**src/rtl/icache_pkg.sv**
```systemverilog
// Shared state encodings and address-field helpers for the instruction cache.
package icache_pkg;

  localparam int unsigned ST_W = 3;

  localparam logic [2:0] S_IDLE      = 3'd0;
  localparam logic [2:0] S_LOOKUP    = 3'd1;
  localparam logic [2:0] S_FILL_REQ  = 3'd2;
  localparam logic [2:0] S_FILL_WAIT = 3'd3;
  localparam logic [2:0] S_RESPOND   = 3'd4;

  // Width of an address field selecting one of n items (0 when n == 1).
  function automatic int unsigned field_bits(input int unsigned n);
    return (n > 1) ? $clog2(n) : 0;
  endfunction

  // Width of a register holding an index into n items (never below 1).
  function automatic int unsigned reg_bits(input int unsigned n);
    return (n > 1) ? $clog2(n) : 1;
  endfunction

  // Extract w bits starting at lsb; a zero-width field yields 0.
  function automatic logic [63:0] addr_field(input logic [63:0] addr,
                                             input int unsigned lsb,
                                             input int unsigned w);
    logic [63:0] mask;
    mask = (w >= 64) ? '1 : ((64'd1 << w) - 64'd1);
    return (addr >> lsb) & mask;
  endfunction

endpackage

```
**src/rtl/icache_way.sv**
```systemverilog
// One cache way: per-set valid bit, tag and line storage with a single write port.
module icache_way
  import icache_pkg::*;
#(
  parameter int unsigned SETS   = 4,
  parameter int unsigned IDX_W  = 2,
  parameter int unsigned TAG_W  = 27,
  parameter int unsigned LINE_W = 64
) (
  input  logic              clk,
  input  logic              i_reset,
  input  logic              i_flush,
  input  logic              i_we,
  input  logic [IDX_W-1:0]  i_widx,
  input  logic [TAG_W-1:0]  i_wtag,
  input  logic [LINE_W-1:0] i_wline,
  input  logic [IDX_W-1:0]  i_ridx,
  output logic              o_valid,
  output logic [TAG_W-1:0]  o_tag,
  output logic [LINE_W-1:0] o_line
);

  logic [SETS-1:0]   r_valid;
  logic [TAG_W-1:0]  r_tag  [SETS];
  logic [LINE_W-1:0] r_line [SETS];

  // Valid bits: cleared by reset or flush, set when a line is filled.
  always_ff @(posedge clk) begin
    if (i_reset || i_flush) begin
      r_valid <= '0;
    end else if (i_we) begin
      r_valid[i_widx] <= 1'b1;
    end
  end

  // Tag and data storage need no reset; valid qualifies them.
  always_ff @(posedge clk) begin
    if (i_we) begin
      r_tag[i_widx]  <= i_wtag;
      r_line[i_widx] <= i_wline;
    end
  end

  assign o_valid = r_valid[i_ridx];
  assign o_tag   = r_tag[i_ridx];
  assign o_line  = r_line[i_ridx];

endmodule

```
**src/rtl/set_assoc_icache.sv**
```systemverilog
// N-way set-associative instruction cache with round-robin replacement and miss fill.
module set_assoc_icache
  import icache_pkg::*;
#(
  parameter int unsigned ADDR_W     = 32,
  parameter int unsigned DATA_W     = 32,
  parameter int unsigned WAYS       = 2,
  parameter int unsigned SETS       = 4,
  parameter int unsigned LINE_WORDS = 2,
  parameter int unsigned CNT_W      = 32
) (
  input  logic                         clk,
  input  logic                         reset,
  input  logic                         req_valid,
  input  logic [ADDR_W-1:0]            req_addr,
  output logic                         req_ready,
  output logic                         rsp_valid,
  output logic [DATA_W-1:0]            rsp_data,
  output logic                         rsp_hit,
  input  logic                         flush,
  output logic                         mem_req_valid,
  output logic [ADDR_W-1:0]            mem_req_addr,
  input  logic                         mem_req_ready,
  input  logic                         mem_rsp_valid,
  input  logic [LINE_WORDS*DATA_W-1:0] mem_rsp_data,
  output logic [CNT_W-1:0]             hit_count,
  output logic [CNT_W-1:0]             miss_count
);

  localparam int unsigned OFF_W  = field_bits(LINE_WORDS);
  localparam int unsigned IDX_W  = field_bits(SETS);
  localparam int unsigned TAG_W  = ADDR_W - 2 - OFF_W - IDX_W;
  localparam int unsigned WO_W   = reg_bits(LINE_WORDS);
  localparam int unsigned WAY_W  = reg_bits(WAYS);
  localparam int unsigned LINE_W = LINE_WORDS * DATA_W;

  logic [ST_W-1:0]   r_state, w_next;
  logic [ADDR_W-1:0] r_addr;
  logic [CNT_W-1:0]  r_hit_count, r_miss_count;
  logic [DATA_W-1:0] r_fill_word;
  logic [WAY_W-1:0]  r_rr [SETS];

  logic [IDX_W-1:0]  w_idx;
  logic [TAG_W-1:0]  w_tag;
  logic [WO_W-1:0]   w_off;
  logic [ADDR_W-1:0] w_line_addr;
  logic [WAYS-1:0]   w_rd_valid, w_hit_vec, w_we;
  logic [TAG_W-1:0]  w_rd_tag  [WAYS];
  logic [LINE_W-1:0] w_rd_line [WAYS];
  logic [LINE_W-1:0] w_hit_line;
  logic [DATA_W-1:0] w_hit_word, w_fill_word;
  logic [WAY_W-1:0]  w_victim, w_rr_next;
  logic              w_hit, w_hit_rsp, w_accept, w_flush, w_fill_we, w_found;

  // Fields of the latched request address.
  assign w_off       = WO_W'(addr_field(64'(r_addr), 2, OFF_W));
  assign w_idx       = IDX_W'(addr_field(64'(r_addr), 2 + OFF_W, IDX_W));
  assign w_tag       = TAG_W'(addr_field(64'(r_addr), 2 + OFF_W + IDX_W, TAG_W));
  assign w_line_addr = r_addr & ~ADDR_W'((64'd1 << (2 + OFF_W)) - 64'd1);

  // Way storage and per-way tag compare.
  for (genvar g = 0; g < WAYS; g++) begin : g_way
    assign w_hit_vec[g] = w_rd_valid[g] && (w_rd_tag[g] == w_tag);
    assign w_we[g]      = w_fill_we && (w_victim == WAY_W'(g));
    icache_way #(
      .SETS(SETS), .IDX_W(IDX_W), .TAG_W(TAG_W), .LINE_W(LINE_W)
    ) u_way (
      .clk(clk), .i_reset(reset), .i_flush(w_flush), .i_we(w_we[g]),
      .i_widx(w_idx), .i_wtag(w_tag), .i_wline(mem_rsp_data), .i_ridx(w_idx),
      .o_valid(w_rd_valid[g]), .o_tag(w_rd_tag[g]), .o_line(w_rd_line[g])
    );
  end

  // Select the hitting way's line; at most one way can match.
  always_comb begin
    w_hit_line = '0;
    for (int w = 0; w < WAYS; w++) begin
      if (w_hit_vec[w]) w_hit_line = w_hit_line | w_rd_line[w];
    end
  end

  assign w_hit       = |w_hit_vec;
  assign w_hit_word  = w_hit_line[int'(w_off) * DATA_W +: DATA_W];
  assign w_fill_word = mem_rsp_data[int'(w_off) * DATA_W +: DATA_W];

  // Victim: lowest invalid way, else the set's round-robin pointer.
  always_comb begin
    w_victim = r_rr[w_idx];
    w_found  = 1'b0;
    for (int w = WAYS - 1; w >= 0; w--) begin
      if (!w_rd_valid[w]) begin
        w_victim = WAY_W'(w);
        w_found  = 1'b1;
      end
    end
  end

  assign w_rr_next = WAY_W'((32'(r_rr[w_idx]) + 32'd1) % WAYS);

  // Handshake and state-decoded outputs.
  assign req_ready     = !reset && (r_state == S_IDLE) && !flush;
  assign w_accept      = req_valid && req_ready;
  assign w_flush       = (r_state == S_IDLE) && flush;
  assign w_fill_we     = !reset && (r_state == S_FILL_WAIT) && mem_rsp_valid;
  assign w_hit_rsp     = !reset && (r_state == S_LOOKUP) && w_hit;
  assign rsp_valid     = w_hit_rsp || (!reset && (r_state == S_RESPOND));
  assign rsp_hit       = w_hit_rsp;
  assign rsp_data      = w_hit_rsp ? w_hit_word : (rsp_valid ? r_fill_word : '0);
  assign mem_req_valid = !reset && (r_state == S_FILL_REQ);
  assign mem_req_addr  = mem_req_valid ? w_line_addr : '0;
  assign hit_count     = r_hit_count;
  assign miss_count    = r_miss_count;

  // Next-state logic for lookup and miss fill.
  always_comb begin
    w_next = r_state;
    case (r_state)
      S_IDLE:      if (w_accept) w_next = S_LOOKUP;
      S_LOOKUP:    w_next = w_hit ? S_IDLE : S_FILL_REQ;
      S_FILL_REQ:  if (mem_req_ready) w_next = S_FILL_WAIT;
      S_FILL_WAIT: if (mem_rsp_valid) w_next = S_RESPOND;
      S_RESPOND:   w_next = S_IDLE;
      default:     w_next = S_IDLE;
    endcase
  end

  // State, request latch, statistics and replacement pointers.
  always_ff @(posedge clk) begin
    if (reset) begin
      r_state      <= S_IDLE;
      r_addr       <= '0;
      r_hit_count  <= '0;
      r_miss_count <= '0;
      r_fill_word  <= '0;
      for (int s = 0; s < SETS; s++) r_rr[s] <= '0;
    end else begin
      r_state <= w_next;
      if (w_accept) r_addr <= req_addr;
      if (r_state == S_LOOKUP) begin
        if (w_hit && (r_hit_count != '1))   r_hit_count  <= r_hit_count + CNT_W'(1);
        if (!w_hit && (r_miss_count != '1)) r_miss_count <= r_miss_count + CNT_W'(1);
      end
      if (w_fill_we) begin
        r_fill_word <= w_fill_word;
        if (!w_found) r_rr[w_idx] <= w_rr_next;
      end
    end
  end

endmodule

```
**config.mk**
```make
export PLATFORM = sky130hd
export DESIGN_NAME = set_assoc_icache
export DESIGN_NICKNAME = d
export VERILOG_FILES = /design/src/rtl/icache_pkg.sv /design/src/rtl/icache_way.sv /design/src/rtl/set_assoc_icache.sv
export SDC_FILE = /design/constraint.sdc
export NUM_CORES = 1
export LEC_CHECK = 0
export CAP_MARGIN = 20
export CORE_AREA = 2 2 304 306
export CTS_CLUSTER_SIZE = 14
export DETAILED_ROUTE_END_ITERATION = 6
export DIE_AREA = 0 0 306 308
export PLACE_DENSITY = 0.67
export SLEW_MARGIN = 15
export SYNTH_ARGS = -nofsm -noshare
export SYNTH_HDL_FRONTEND = slang
export SYNTH_HIERARCHICAL = 1
export SYNTH_SLANG_ARGS = --single-unit
```
**constraint.sdc**
```tcl
create_clock -name clk -period 13.8 [get_ports clk]
set_input_delay 3.45 -clock clk [delete_from_list [all_inputs] [get_ports clk]]
set_output_delay 3.45 -clock clk [all_outputs]
set_load 0.1 [all_outputs]
```
# After elaboration in Yosys (flattened, before gate mapping)
# Memory sizes are Yosys's and may differ from the RTL's. A register that Yosys moved wholly into a read port is not among the register bits.
# Cells that the tools add are included.
# Widths: inputs -> output; s select.
[word_totals]
register_bits = 139
latchBits = 0
ram_bits = 732
rom_bits = 0
output_inout_bits = 132
elab_cells = 105
mem_count = 5
[classes]
n_addsub = 3
multipliers = 0
div_mod_pow = 0
magnitude_cmp = 2
n_eq_ne = 11
shifts = 2
n_mux = 43
bitwise = 4
n_reduce_logical = 28
[mem_list]
columns = ["memory", "words", "width", "rd", "rd_ports_with_merged_regs", "write_ports", "line_no", "source"]
rows = [
  ["g_way[0].u_way.r_line", 4, 64, 1, 1, 1, "icache_way.sv:25", "logic [LINE_W-1:0] r_line [SETS];"],
  ["g_way[1].u_way.r_line", 4, 64, 1, 1, 1, "icache_way.sv:25", ""],
  ["g_way[0].u_way.r_tag", 4, 27, 1, 1, 1, "icache_way.sv:24", "logic [TAG_W-1:0] r_tag [SETS];"],
  ["g_way[1].u_way.r_tag", 4, 27, 1, 1, 1, "icache_way.sv:24", ""],
  ["r_rr", 4, 1, 1, 1, 4, "set_assoc_icache.sv:41", "logic [WAY_W-1:0] r_rr [SETS];"],
]
[ops]
columns = ["cell", "count"]
rows = [
  ["$mux 64", 2],
  ["$shiftx 64x7->32", 2],
  ["$mux 32", 3],
  ["$add 32x1->32 const B", 2],
  ["$ne 32x32->1 const B", 2],
  ["$or 64x64->64", 1],
  ["$eq 27x27->1", 2],
  ["$mux 2", 12],
  ["$mux 1", 19],
  ["$logic_and 1x1->1", 17],
  ["$pmux 3 s4", 1],
  ["$mux 3", 3],
  ["$or 4x4->4", 2],
  ["$eq 3x2->1 const B", 2],
  ["$ne 2x2->1 const B", 3],
  ["$bmux 1 s2", 2],
  ["$reduce_and 2->1", 2],
  ["$eq 3x1->1 const B", 1],
  ["$eq 3x3->1 const B", 1],
  ["$logic_not 1->1", 3],
  ["$logic_not 3->1", 1],
  ["$lt 2x3->1 const B", 1],
  ["$reduce_and 3->1", 1],
  ["$demux 1 s2", 1],
  ["other kinds (6)", 7],
]

# Longest topological paths before layout
[logic_depth]
depth_word = 10
depth_mapped = 13
mapped_depth_nobuf = 7

# Cells and area by module
# The synthesis kept the hierarchy.
[by_module_without_submodules]
columns = ["mod", "instances", "cells_each", "area_each_um2"]
rows = [
  ["icache_way", 2, 489, 13301.5],
  ["set_assoc_icache", 1, 1253, 9628.0],
]

# Least setup slack after synthesis
# OpenSTA, ideal clock, no wires.
[synth_path]
path_kind = "in2reg"
startpoint = "input reset"
endpoint = "memory g_way[1].u_way.r_line[0][0] (enable)"
setup_ns = 0.674
t_arrival_ns = 10.969
t_required_ns = 13.126
slack_ns = 2.158
cell_stages = 5
path_buffers = 3
cell_sequence = "clkbuf_1 -> clkbuf_1 -> clkbuf_1 -> nor3_1 -> nor3b_1"
[synth_via]
elab_chain_len = 6
[synth_rtl]
columns = ["element", "line_no", "source"]
rows = [
  ["start: declaration", "set_assoc_icache.sv:13", "input logic reset,"],
  ["$logic_not 1->1", "set_assoc_icache.sv:104", "assign w_fill_we = !reset && (r_state == S_FILL_WAIT) && mem_rsp_valid;"],
  ["$logic_and 1x1->1 (2 in series)", "set_assoc_icache.sv:104", ""],
  ["$logic_and 1x1->1", "set_assoc_icache.sv:64", "assign w_we[g] = w_fill_we && (w_victim == WAY_W'(g));"],
  ["via w_we[1]", "set_assoc_icache.sv:47", "logic [WAYS-1:0] w_rd_valid, w_hit_vec, w_we;"],
  ["$mux 1", "icache_way.sv:38", "if (i_we) begin"],
  ["$mux 1 (implied by the code)", "icache_way.sv:40", "r_line[i_widx] <= i_wline;"],
  ["end: declaration", "icache_way.sv:25", ""],
]
# The timed path passes the listed nets, and every way through them passes these cells.

# Worst setup path in the final report
[layout_path]
startpoint = "input reset"
endpoint = "output rsp_data[2]"
[layout_via]
elab_chain_len = 6
word_cells_on_any_way = 7
classes_between = "2 x mux; 5 x reduce/logical"
[layout_rtl]
columns = ["element", "line_no", "source"]
rows = [
  ["$logic_not 1->1 (*)", "set_assoc_icache.sv:105, set_assoc_icache.sv:106", ""],
  ["$logic_and 1x1->1 (2 in series)", "set_assoc_icache.sv:105", "assign w_hit_rsp = !reset && (r_state == S_LOOKUP) && w_hit;"],
  ["$logic_or 1x1->1", "set_assoc_icache.sv:106", "assign rsp_valid = w_hit_rsp || (!reset && (r_state == S_RESPOND));"],
  ["$mux 32", "set_assoc_icache.sv:108", "assign rsp_data = w_hit_rsp ? w_hit_word : (rsp_valid ? r_fill_word : '0);"],
  ["$mux 32 (*)", "set_assoc_icache.sv:108", ""],
  ["end: declaration", "set_assoc_icache.sv:18", "output logic [DATA_W-1:0] rsp_data,"],
]
# Mark *: on every way between the ends. The rest lies on a longest branch, timed or not.

==> flow_summary.json <==
{
  "critPathRequiredTime_ps": 10350,
  "root_buffer": "clkbuf_16",
  "dp_hpwl_um": 50390,
  "io_pins": 234,
  "h-tree-depth": 3,
  "place_congestion": 0.7943,
  "max_freq_mhz": 93.19,
  "syn_area_mm2": 0.03623,
  "p_sw_share_pct": 21.30,
  "power.total_w": 0.005443,
  "cts_tree": "done",
  "drcViolationCount": 0,
  "hold_class": "reg -> reg",
  "vias_per_cell": 5.799,
  "synthDistinctLibCells": 60,
  "io_buffers": 228,
  "drt_iter0_markers": 2195,
  "grt_max_degree": 91,
  "ys_seq_area_share_pct": 68.35,
  "crit_arrival_ps": 7280,
  "clock-sinks": 871,
  "wl_per_cell_um": 24.76,
  "ys_seq_elements": 871,
  "drive_above_1_share_pct": 16.92,
  "worstReg2RegStart": "r_addr[3]$_SDFFE_PP0P_",
  "cts_inserted_buffers": 88,
  "yosysMostFrequentCell": "edfxtp_1",
  "netlist_instances": 2231,
  "maxSlewViolCount": 0,
  "grt_pass1_vias": 21910,
  "min-delay-start": "g_way[0].u_way/r_valid[2]$_SDFFE_PP0P_",
  "synth_ff_type": "edfxtp_1",
  "tns_ps": 0,
  "start_util_pct": 39.83,
  "crit_start": "reset",
  "yosys_warnings": 6,
  "drtPass1Iterations": 5,
  "vias": 21500,
  "clk_path_buf_depth": 3,
  "end_kind": "primary output",
  "final-instance-count-excl-fill": 3707,
  "antenna_found_initial": 15,
  "overflow": 0,
  "min_period_ps": 10730,
  "fin_area_mm2": 0.04245,
  "fin_crit_sh_pct": 77.76,
  "die_area_mm2": 0.09425,
  "grt_pass1_wl_um": 137000,
  "final-setup-viol-count": 0,
  "synth.top_cell.area_share_pct": 60.67,
  "async_reset_ff_share_pct": 0,
  "cts.repair.resized": 0,
  "maxCapViolations": 0,
  "p_sw_w": 0.001159,
  "rsz0062_at_grt": "false",
  "rows": 111,
  "final_net_count": 2548,
  "critPathKind": "in -> out",
  "avgSynthCellArea_um2": 16.24,
  "track_usage_pct": 19.23,
  "clock_skew_ps": 19.68,
  "p_int_w": 0.004283,
  "drt_wl_total_um": 91770,
  "dp_cells": 3539,
  "p_leak_nw": 13.17,
  "cts.clk_slew.worst_paths_ps": 60,
  "clk_latency_ps": 640,
  "ant_nets": 0,
  "die_w_um": 306,
  "cellPowerDensity_mw_per_mm2": 128.2,
  "combPwrFrac_pct": 4.9,
  "power_frac_clock_pct": 42.1,
  "worst_slew_pin_slew_ps": 1105,
  "placed_cell_area_mm2": 0.03966,
  "startpoint_type": "input port",
  "core_mm2": 0.09097,
  "post_cts.repair.setup_buffers": 0,
  "worst-path-max-fanout": 44,
  "synth_edf_count": 732,
  "status": "complete, no violations",
  "dieHeight_um": 308,
  "hold_viol_final": 0,
  "synth.area.top_cells": "edfxtp_1, mux4_2, dfxtp_1",
  "area_growth_pct": 17.16,
  "slew_headroom_pct": 26.09,
  "synth_commonest_cells": "edfxtp_1, mux4_2, dfxtp_1",
  "yosys.area.top_type": "edfxtp_1",
  "seqPwrFrac_pct": 53.0,
  "cts_hold_buffers": 0,
  "vdd_drop_max_v": 0.00008249
}
## cells in the final DEF, fill, tap and decap left out, types with 34 or more instances in the layout
cell type	instances
edfxtp_1	732
clkdlybuf4s50_1	227
mux4_2	185
dfxtp_1	136
nand2_1	125
nor2_1	104
clkbuf_16	91
nand3b_1	66
a211oi_1	66
nand3_1	63
o31ai_1	49
nand4_1	44
inv_1	41
xnor2_1	41
a21oi_1	39
buf_4	38
and2_1	34
## path summary, 6_finish.rpt
| check | slack (ps) | cells after the start | to |
|---|---|---|---|
| worst min register to register | 470 | 1 | g_way[0].u_way/r_valid[2]$_SDFFE_PP0P_ |
| worst max-delay path | 3070 | 9 | rsp_data[2] |
| worst min-delay path | 470 | 1 | g_way[0].u_way/r_valid[2]$_SDFFE_PP0P_ |
| worst max register to register | 8640 | 9 | hit_count[28]$_SDFFE_PP0P_ |
## final cells by class
| class | count | area (um^2) |
|---|---|---|
| sequential | 871 | 24780 |
| clock inverter | 51 | 389.1 |
| fill | 7598 | 48520 |
| clock buffer | 112 | 2366 |
| timing repair buffer | 267 | 2605 |
| antenna | 4 | 10.01 |
| tap | 1186 | 1484 |
| inverter | 42 | 157.7 |
| multi-input combinational | 1174 | 10660 |
## through the flow
step                worst slack [ps]  hold slack (ps)  util (%)
finish                          3069            467.8     46.66
global route                    2739            495.0     46.66
CTS                             2806            464.6     46.62
detailed placement              3101            450.4     43.59
global placement                3079            441.7     43.59
floorplan                       2158            435.4         -
## cells by family (layout without fill, tap and decap cells)
family | count (synthesis) | count (layout) | synth area share (%)
buf+inv | 188 | 472 | 2.521
fa+ha+maj | 2 | 2 | 0.06906
other cells | 1 | 7 | 0.01035
compound gates | 300 | 300 | 6.185
flops | 871 | 871 | 68.35
mux | 237 | 237 | 13.00
simple gates | 578 | 578 | 8.537
xor+xnor | 54 | 54 | 1.326
## power groups by stage
stage               clock, W  sequential, W  combinational, W
finish               0.00229        0.00289          0.000265
floorplan                  0        0.00293          0.000181
CTS                  0.00234        0.00289          0.000266
detailed placement         0        0.00294          0.000265
global placement           0        0.00294          0.000259
global route         0.00243        0.00289          0.000286
## flip-flops by register name (all words and copies together) (netlist names), named ones only
| register | flops |
|---|---|
| r_rr | 4 |
| r_state | 3 |
| r_addr | 30 |
| g_way.u_way/r_valid | 8 |
| miss_count | 32 |
| g_way.u_way/r_tag | 216 |
| g_way.u_way/r_line | 512 |
| r_fill_word | 32 |
| hit_count | 32 |
## critical path: stages
cell,delay (ps)
buf_4,340
nor4b_2,300
buf_4,600
nand2_1,250
nand3b_1,140
a31o_2,110
o221ai_1,100
a211oi_1,650
clkdlybuf4s50_1,1270
## routing by layer
metal / up-vias / share of wire [%] / GRT usage, %
met5: - / 0.14 / 0
met4: 22 / 2.8 / 6.599
met3: 192 / 6.7 / 3.924
met2: 754 / 49 / 32.60
met1: 11110 / 41 / 24.68
li1: 9424 / - / -
No activity file was read; power rests on OpenSTA's default activity.
